<file path="src/rtl/mult_seq_param_if.sv">
`default_nettype none
// ============================================================================
// mult_seq_param_if
// Operand/handshake/result bundle for the sequential shift-add multiplier.
// Revision: 1.0
// ============================================================================
interface mult_seq_param_if #(
    parameter int WIDTH = 4
);
    logic                 start_i;
    logic [WIDTH-1:0]     a_i;
    logic [WIDTH-1:0]     b_i;
    logic                 busy_o;
    logic                 done_o;
    logic [1:0]           state_o;
    logic [2*WIDTH-1:0]   y_o;

    modport master (
        output start_i, a_i, b_i,
        input  busy_o, done_o, state_o, y_o
    );

    modport slave (
        input  start_i, a_i, b_i,
        output busy_o, done_o, state_o, y_o
    );
endinterface
`default_nettype wire

</file>
<file path="src/rtl/mult_seq_param.sv">
`default_nettype none
// ============================================================================
// mult_seq_param
// Parametrised shift-add multiplier with start/busy/done handshake and early
// termination. Define MULT_SIGNED_EN for two's complement operands.
// Revision: 1.0
// ============================================================================
module mult_seq_param #(
    parameter int WIDTH = 4
) (
    input  wire logic          clk_i,
    input  wire logic          rst_i,
    mult_seq_param_if.slave    bus
);
    localparam int CW = $clog2(WIDTH);
    localparam int PW = 2 * WIDTH;
    localparam logic [CW-1:0] C_LAST = CW'(WIDTH - 1);

    typedef enum logic [1:0] {
        S_IDLE = 2'd0,
        S_CALC = 2'd1,
        S_DONE = 2'd2,
        S_RSVD = 2'd3
    } state_t;

    state_t           r_state;
    state_t           w_next;
    logic [PW-1:0]    r_a;
    logic [PW-1:0]    r_acc;
    logic [PW-1:0]    r_y;
    logic [PW-1:0]    w_acc_sum;
    logic [PW-1:0]    w_result;
    logic [WIDTH-1:0] r_b;
    logic [WIDTH-1:0] w_a_in;
    logic [WIDTH-1:0] w_b_in;
    logic [CW-1:0]    r_cnt;
    logic             w_last;

`ifdef MULT_SIGNED_EN
    logic r_neg;

    // Magnitude of the most negative value still fits as an unsigned WIDTH-bit number.
    assign w_a_in   = bus.a_i[WIDTH-1] ? -bus.a_i : bus.a_i;
    assign w_b_in   = bus.b_i[WIDTH-1] ? -bus.b_i : bus.b_i;
    assign w_result = r_neg ? -w_acc_sum : w_acc_sum;

    always_ff @(posedge clk_i or negedge rst_i) begin
        if (!rst_i) begin
            r_neg <= 1'b0;
        end else if (r_state == S_IDLE && bus.start_i) begin
            r_neg <= bus.a_i[WIDTH-1] ^ bus.b_i[WIDTH-1];
        end
    end
`else
    assign w_a_in   = bus.a_i;
    assign w_b_in   = bus.b_i;
    assign w_result = w_acc_sum;
`endif

    assign w_acc_sum = r_b[0] ? (r_acc + r_a) : r_acc;
    // Stop as soon as no set multiplier bits remain after this step.
    assign w_last    = (r_b[WIDTH-1:1] == '0) || (r_cnt == C_LAST);

    always_ff @(posedge clk_i or negedge rst_i) begin
        if (!rst_i) begin
            r_state <= S_IDLE;
        end else begin
            r_state <= w_next;
        end
    end

    always_comb begin
        w_next      = S_IDLE;
        bus.busy_o  = 1'b0;
        bus.done_o  = 1'b0;
        bus.state_o = r_state;
        case (r_state)
            S_IDLE: w_next = bus.start_i ? S_CALC : S_IDLE;
            S_CALC: begin
                w_next     = w_last ? S_DONE : S_CALC;
                bus.busy_o = 1'b1;
            end
            S_DONE: begin
                w_next     = S_IDLE;
                bus.busy_o = 1'b1;
                bus.done_o = 1'b1;
            end
            default: w_next = S_IDLE;
        endcase
    end

    always_ff @(posedge clk_i or negedge rst_i) begin
        if (!rst_i) begin
            r_a   <= '0;
            r_b   <= '0;
            r_acc <= '0;
            r_cnt <= '0;
            r_y   <= '0;
        end else begin
            case (r_state)
                S_IDLE: begin
                    if (bus.start_i) begin
                        r_a   <= {{WIDTH{1'b0}}, w_a_in};
                        r_b   <= w_b_in;
                        r_acc <= '0;
                        r_cnt <= '0;
                    end
                end
                S_CALC: begin
                    r_acc <= w_acc_sum;
                    r_a   <= r_a << 1;
                    r_b   <= r_b >> 1;
                    r_cnt <= r_cnt + CW'(1);
                    if (w_last) begin
                        r_y <= w_result;
                    end
                end
                default: ;
            endcase
        end
    end

    assign bus.y_o = r_y;

endmodule
`default_nettype wire

</file>
<file path="src/flat_wrapper.sv">
// flat-port wrapper written by rule: the top's interface ports become plain ports
module mult_seq_param_flat 
#(
    parameter int WIDTH = 4
)
  (clk_i, rst_i, bus_start_i, bus_a_i, bus_b_i, bus_busy_o, bus_done_o, bus_state_o, bus_y_o);
  mult_seq_param_if #(.WIDTH(WIDTH)) bus_i ();
  input  wire logic clk_i;
  input  wire logic rst_i;
  input wire logic [$bits(bus_i.start_i)-1:0] bus_start_i;
  input wire logic [$bits(bus_i.a_i)-1:0] bus_a_i;
  input wire logic [$bits(bus_i.b_i)-1:0] bus_b_i;
  output wire logic [$bits(bus_i.busy_o)-1:0] bus_busy_o;
  output wire logic [$bits(bus_i.done_o)-1:0] bus_done_o;
  output wire logic [$bits(bus_i.state_o)-1:0] bus_state_o;
  output wire logic [$bits(bus_i.y_o)-1:0] bus_y_o;
  assign bus_i.start_i = bus_start_i;
  assign bus_i.a_i = bus_a_i;
  assign bus_i.b_i = bus_b_i;
  assign bus_busy_o = bus_i.busy_o;
  assign bus_done_o = bus_i.done_o;
  assign bus_state_o = bus_i.state_o;
  assign bus_y_o = bus_i.y_o;
  mult_seq_param #(.WIDTH(WIDTH)) u_core (.clk_i(clk_i), .rst_i(rst_i), .bus(bus_i));
endmodule
</file>
<file path="config.mk">
export PLATFORM = sky130hd
export DESIGN_NAME = mult_seq_param_flat
export DESIGN_NICKNAME = d
export VERILOG_FILES = /design/src/rtl/mult_seq_param_if.sv /design/src/rtl/mult_seq_param.sv /design/src/flat_wrapper.sv
export SDC_FILE = /design/constraint.sdc
export NUM_CORES = 1
export LEC_CHECK = 0
export CAP_MARGIN = 10
export CORE_UTILIZATION = 45
export CTS_BUF_LIST = sky130_fd_sc_hd__clkbuf_8
export DETAILED_ROUTE_END_ITERATION = 7
export PLACE_DENSITY = 0.67
export SETUP_SLACK_MARGIN = 0.15
export SYNTH_ARGS = -nofsm -noshare
export SYNTH_HDL_FRONTEND = slang
export SYNTH_SLANG_ARGS = --single-unit
export TNS_END_PERCENT = 50
</file>
<file path="constraint.sdc">
create_clock -name clk_i -period 5.5 [get_ports clk_i]
set_input_delay 0.55 -clock clk_i [delete_from_list [all_inputs] [get_ports clk_i]]
set_output_delay 0.55 -clock clk_i [all_outputs]
set_load 0.02 [all_outputs]
</file>
==> flow_summary.toml <==
[die]
initial_core_util_pct = 47.7
coreArea_sq_mm = 0.00374
num_rows = 22
dieArea_sq_mm = 0.00422
die_x_um = 65.0
num_io_pins = 23
die_h_um = 65.0

[sta]
setup_violations = 0
post-route-period-util_pct = 43.6
worstMarginPinSlew_ns = 0.799
hold_violations = 0
maxSlewHeadroom_pct = 46.8
fin_crit_ns = 2.40
finalSetupTns_ns = 0
fmax_mhz = 417
rsz0062_at_grt = "false"
skew_ns = 0.00996
report.final.slew_viol_count = 0

[synth]
synth_top_family_by_area = "compound AO/OA/AOI/OAI gates"
ys_seq_elements = 32
synth_compound_area_share_pct = 18.9
synth-seq-area-share_pct = 44.8
synth_area_sq_mm = 0.00179
synthAdderAreaFrac_pct = 8.83
ys_warn_count = 0
postSynthAreaPerCell_sq_um = 9.50
synth-simple-area-share_pct = 15.1
synthCells = 188
syn_nets = 211
synthXorXnorAreaFrac_pct = 1.47
synthMuxAreaShare_pct = 6.80
ys_types = 39

[power_and_ir_drop]
pwr_density_cell_mw_per_mm2 = 566
irDropWorstVdd_mv = 0.244
total_leakage_power_nw = 0.991

[critical_path]
startpoint_type = "register"
worstSetupEndpointType = "register"
regToRegStartpoint = "u_core.bus.state_o[1]"
r2r_cells = 7
cp.arrival_ns = 2.57
critical_path_class = "register to register"
cp.required_ns = 5.68
critPathLaunch = "u_core.bus.state_o[1]"
crit_fanout = 30

[grt]
grt_pass1_vias = 1392
grt_max_degree = 33
antenna_found_initial = 0
grt-ovfl-total = 0
grt_pass1_wl_um = 6260
grt.total_usage_pct = 19.7

[drt]
met1Wirelength_um = 1660
dr_total_vias = 1422
routedWlPerCell_um = 13.7
wl_met2_um = 1660
met3_length_um = 147
vias_per_cell = 5.47
routed_wl_um = 3550
drc = 0
ant_nets = 0
drt-initial-drc-count = 61
maxUsedRoutingLayer = "met4"
dr.pass1.iters = 4

[status]
status = "finished, final reports clean"

[clock_tree]
htreeDepth = 2
clkTransAtPathRegs_ns = 0.07
ctsHoldBuffers = 0
cts.root.buffer_cell = "clkbuf_8"
postCtsSetupBuffers = 0
cts_buffers = 5
cts.sinks = 32
clk_path_buf_depth = 2
cts_tree = "done"
clk_latency_ns = 0.29
ctsResizeCount = 0

[cells_and_area]
drive_gt1_share_pct = 7.08
num_antenna_cells = 0
n_fill_cell = 332
nNetsFinal = 234
final_core_util_pct = 57.8
syn_to_final_growth_pct = 21.2
seq_area_sq_um = 801
multiInputGateArea_sq_um = 916

[hold_path]
min_from = "u_core.bus.y_o[1]"
hold_class = "register to register"
holdPathStages = 2

[place]
port_buffers = 22
hpwl_um = 2550
globalplace.congestion = 0.811

[run]
maxCapViolCount = 0
cell usage in the layout, fill, tap and decap left out, drive strengths merged, types with 2 or more instances in the layout:
cell type      count
a21o               2
a21oi              8
a31oi              3
a32o               5
and3               2
buf                3
clkbuf             5
clkdlybuf4s50     22
dfrtp             32
ha                11
inv               11
mux2i             11
nand2             28
nand3              2
nor2               8
nor2b              4
nor3               3
nor4               3
o21a               2
o21ai             24
o31a               2
o31ai              2
or3                2
or4                2
xnor2              2
final timing paths:
| kind | to | slack, ns |
|---|---|---|
| worst min-delay path | u_core.bus.y_o[1] | 0.48 |
| worst max register to register | u_core.r_acc[6] | 3.10 |
| worst min register to register | u_core.bus.y_o[1] | 0.48 |
| max in group asynchronous | u_core.bus.y_o[1] | 4.54 |
| min in group asynchronous | u_core.bus.y_o[5] | 0.66 |
| worst max-delay path | u_core.r_acc[6] | 3.10 |
per-layer routing:
| layer | vias up | track usage [%] |
|---|---|---|
| li1 | 712 | - |
| met1 | 675 | 25.1 |
| met2 | 27 | 30.7 |
| met3 | 8 | 5.99 |
| met4 | 0 | 8.33 |
| met5 | - | 0 |
cells by family (layout without fill, tap and decap cells):
kind of cell | Yosys count | count (layout)
buffers and inverters | 19 | 43
DFF | 32 | 32
adders and majority gates | 12 | 12
AOI/OAI and AO/OA | 53 | 53
muxes | 12 | 12
and+or+nand+nor | 57 | 57
xor gates and xnor gates | 3 | 3
cell usage after synthesis (all sizes together):
cell    count  area share (%)
a22o        1            0.49
nor4        3             1.1
nand2      28             5.9
or2         1            0.35
a21o        2            0.84
nand3       2            0.56
xor2        1            0.49
ha         11             7.7
o21ai      24             6.7
mux2        1            0.63
nor2        8             1.7
and3        2            0.70
and2        1            0.35
o21bai      1            0.42
o31ai       2            0.84
clkbuf      7             1.5
a31oi       3             1.1
fa          1             1.1
nor2b       4             1.4
o21a        2            0.84
o211ai      1            0.42
o31a        2            0.98
or4         2            0.84
a32o        5             2.8
or3         2            0.70
xnor2       2            0.98
buf         2            0.49
nor3        3             1.1
a21oi       8             2.2
inv        10             2.1
nor3b       1            0.42
a41o        1            0.56
a211oi      1            0.70
mux2i      11             6.2
dfrtp      32              45
power by group:
group	total [mW]	switching [mW]	internal (mW)
combinational	0.599	0.340	0.259
sequential	0.407	0.0841	0.323
clock	0.219	0.0864	0.132
total	1.22	0.511	0.714
state kept, by name, indices dropped and copies added, names as in the netlist:
name / cells
u_core.r_a: 8
u_core.bus.y_o: 8
u_core.r_b: 4
u_core.r_cnt: 2
u_core.r_acc: 8
u_core.bus.state_o: 2
area by class of cell:
type / count / area share [%]
clock buffers: 5 / 3.18
clock inverters: 3 / 1.79
inverters: 10 / 1.73
multi-input cells: 137 / 42.3
flip-flops and latches: 32 / 37.0
well taps: 48 / 2.77
repair buffers: 25 / 11.2
worst max-delay path, stage by stage (launching register included):
cell and delay [ns]:
dfrtp_1 0.40, inv_1 0.09, ha_1 0.68, mux2i_2 0.15, buf_4 0.26, or2_1 0.33, and2_1 0.19, a41o_1 0.19
stage by stage:
step	total power, mW	worst slack (ns)	hold WS [ns]	instance area [sq um]	instances
2_1_floorplan	0.821	3.52	0.254	1790	188
3_3_place_gp	0.992	3.20	0.467	2060	252
3_5_place_dp	1.01	3.12	0.475	2060	252
4_1_cts	1.23	3.09	0.489	2160	260
5_1_grt	1.33	2.89	0.528	2160	260
6_report	1.22	3.10	0.481	2160	260
No activity file was read; power rests on OpenSTA's default activity.
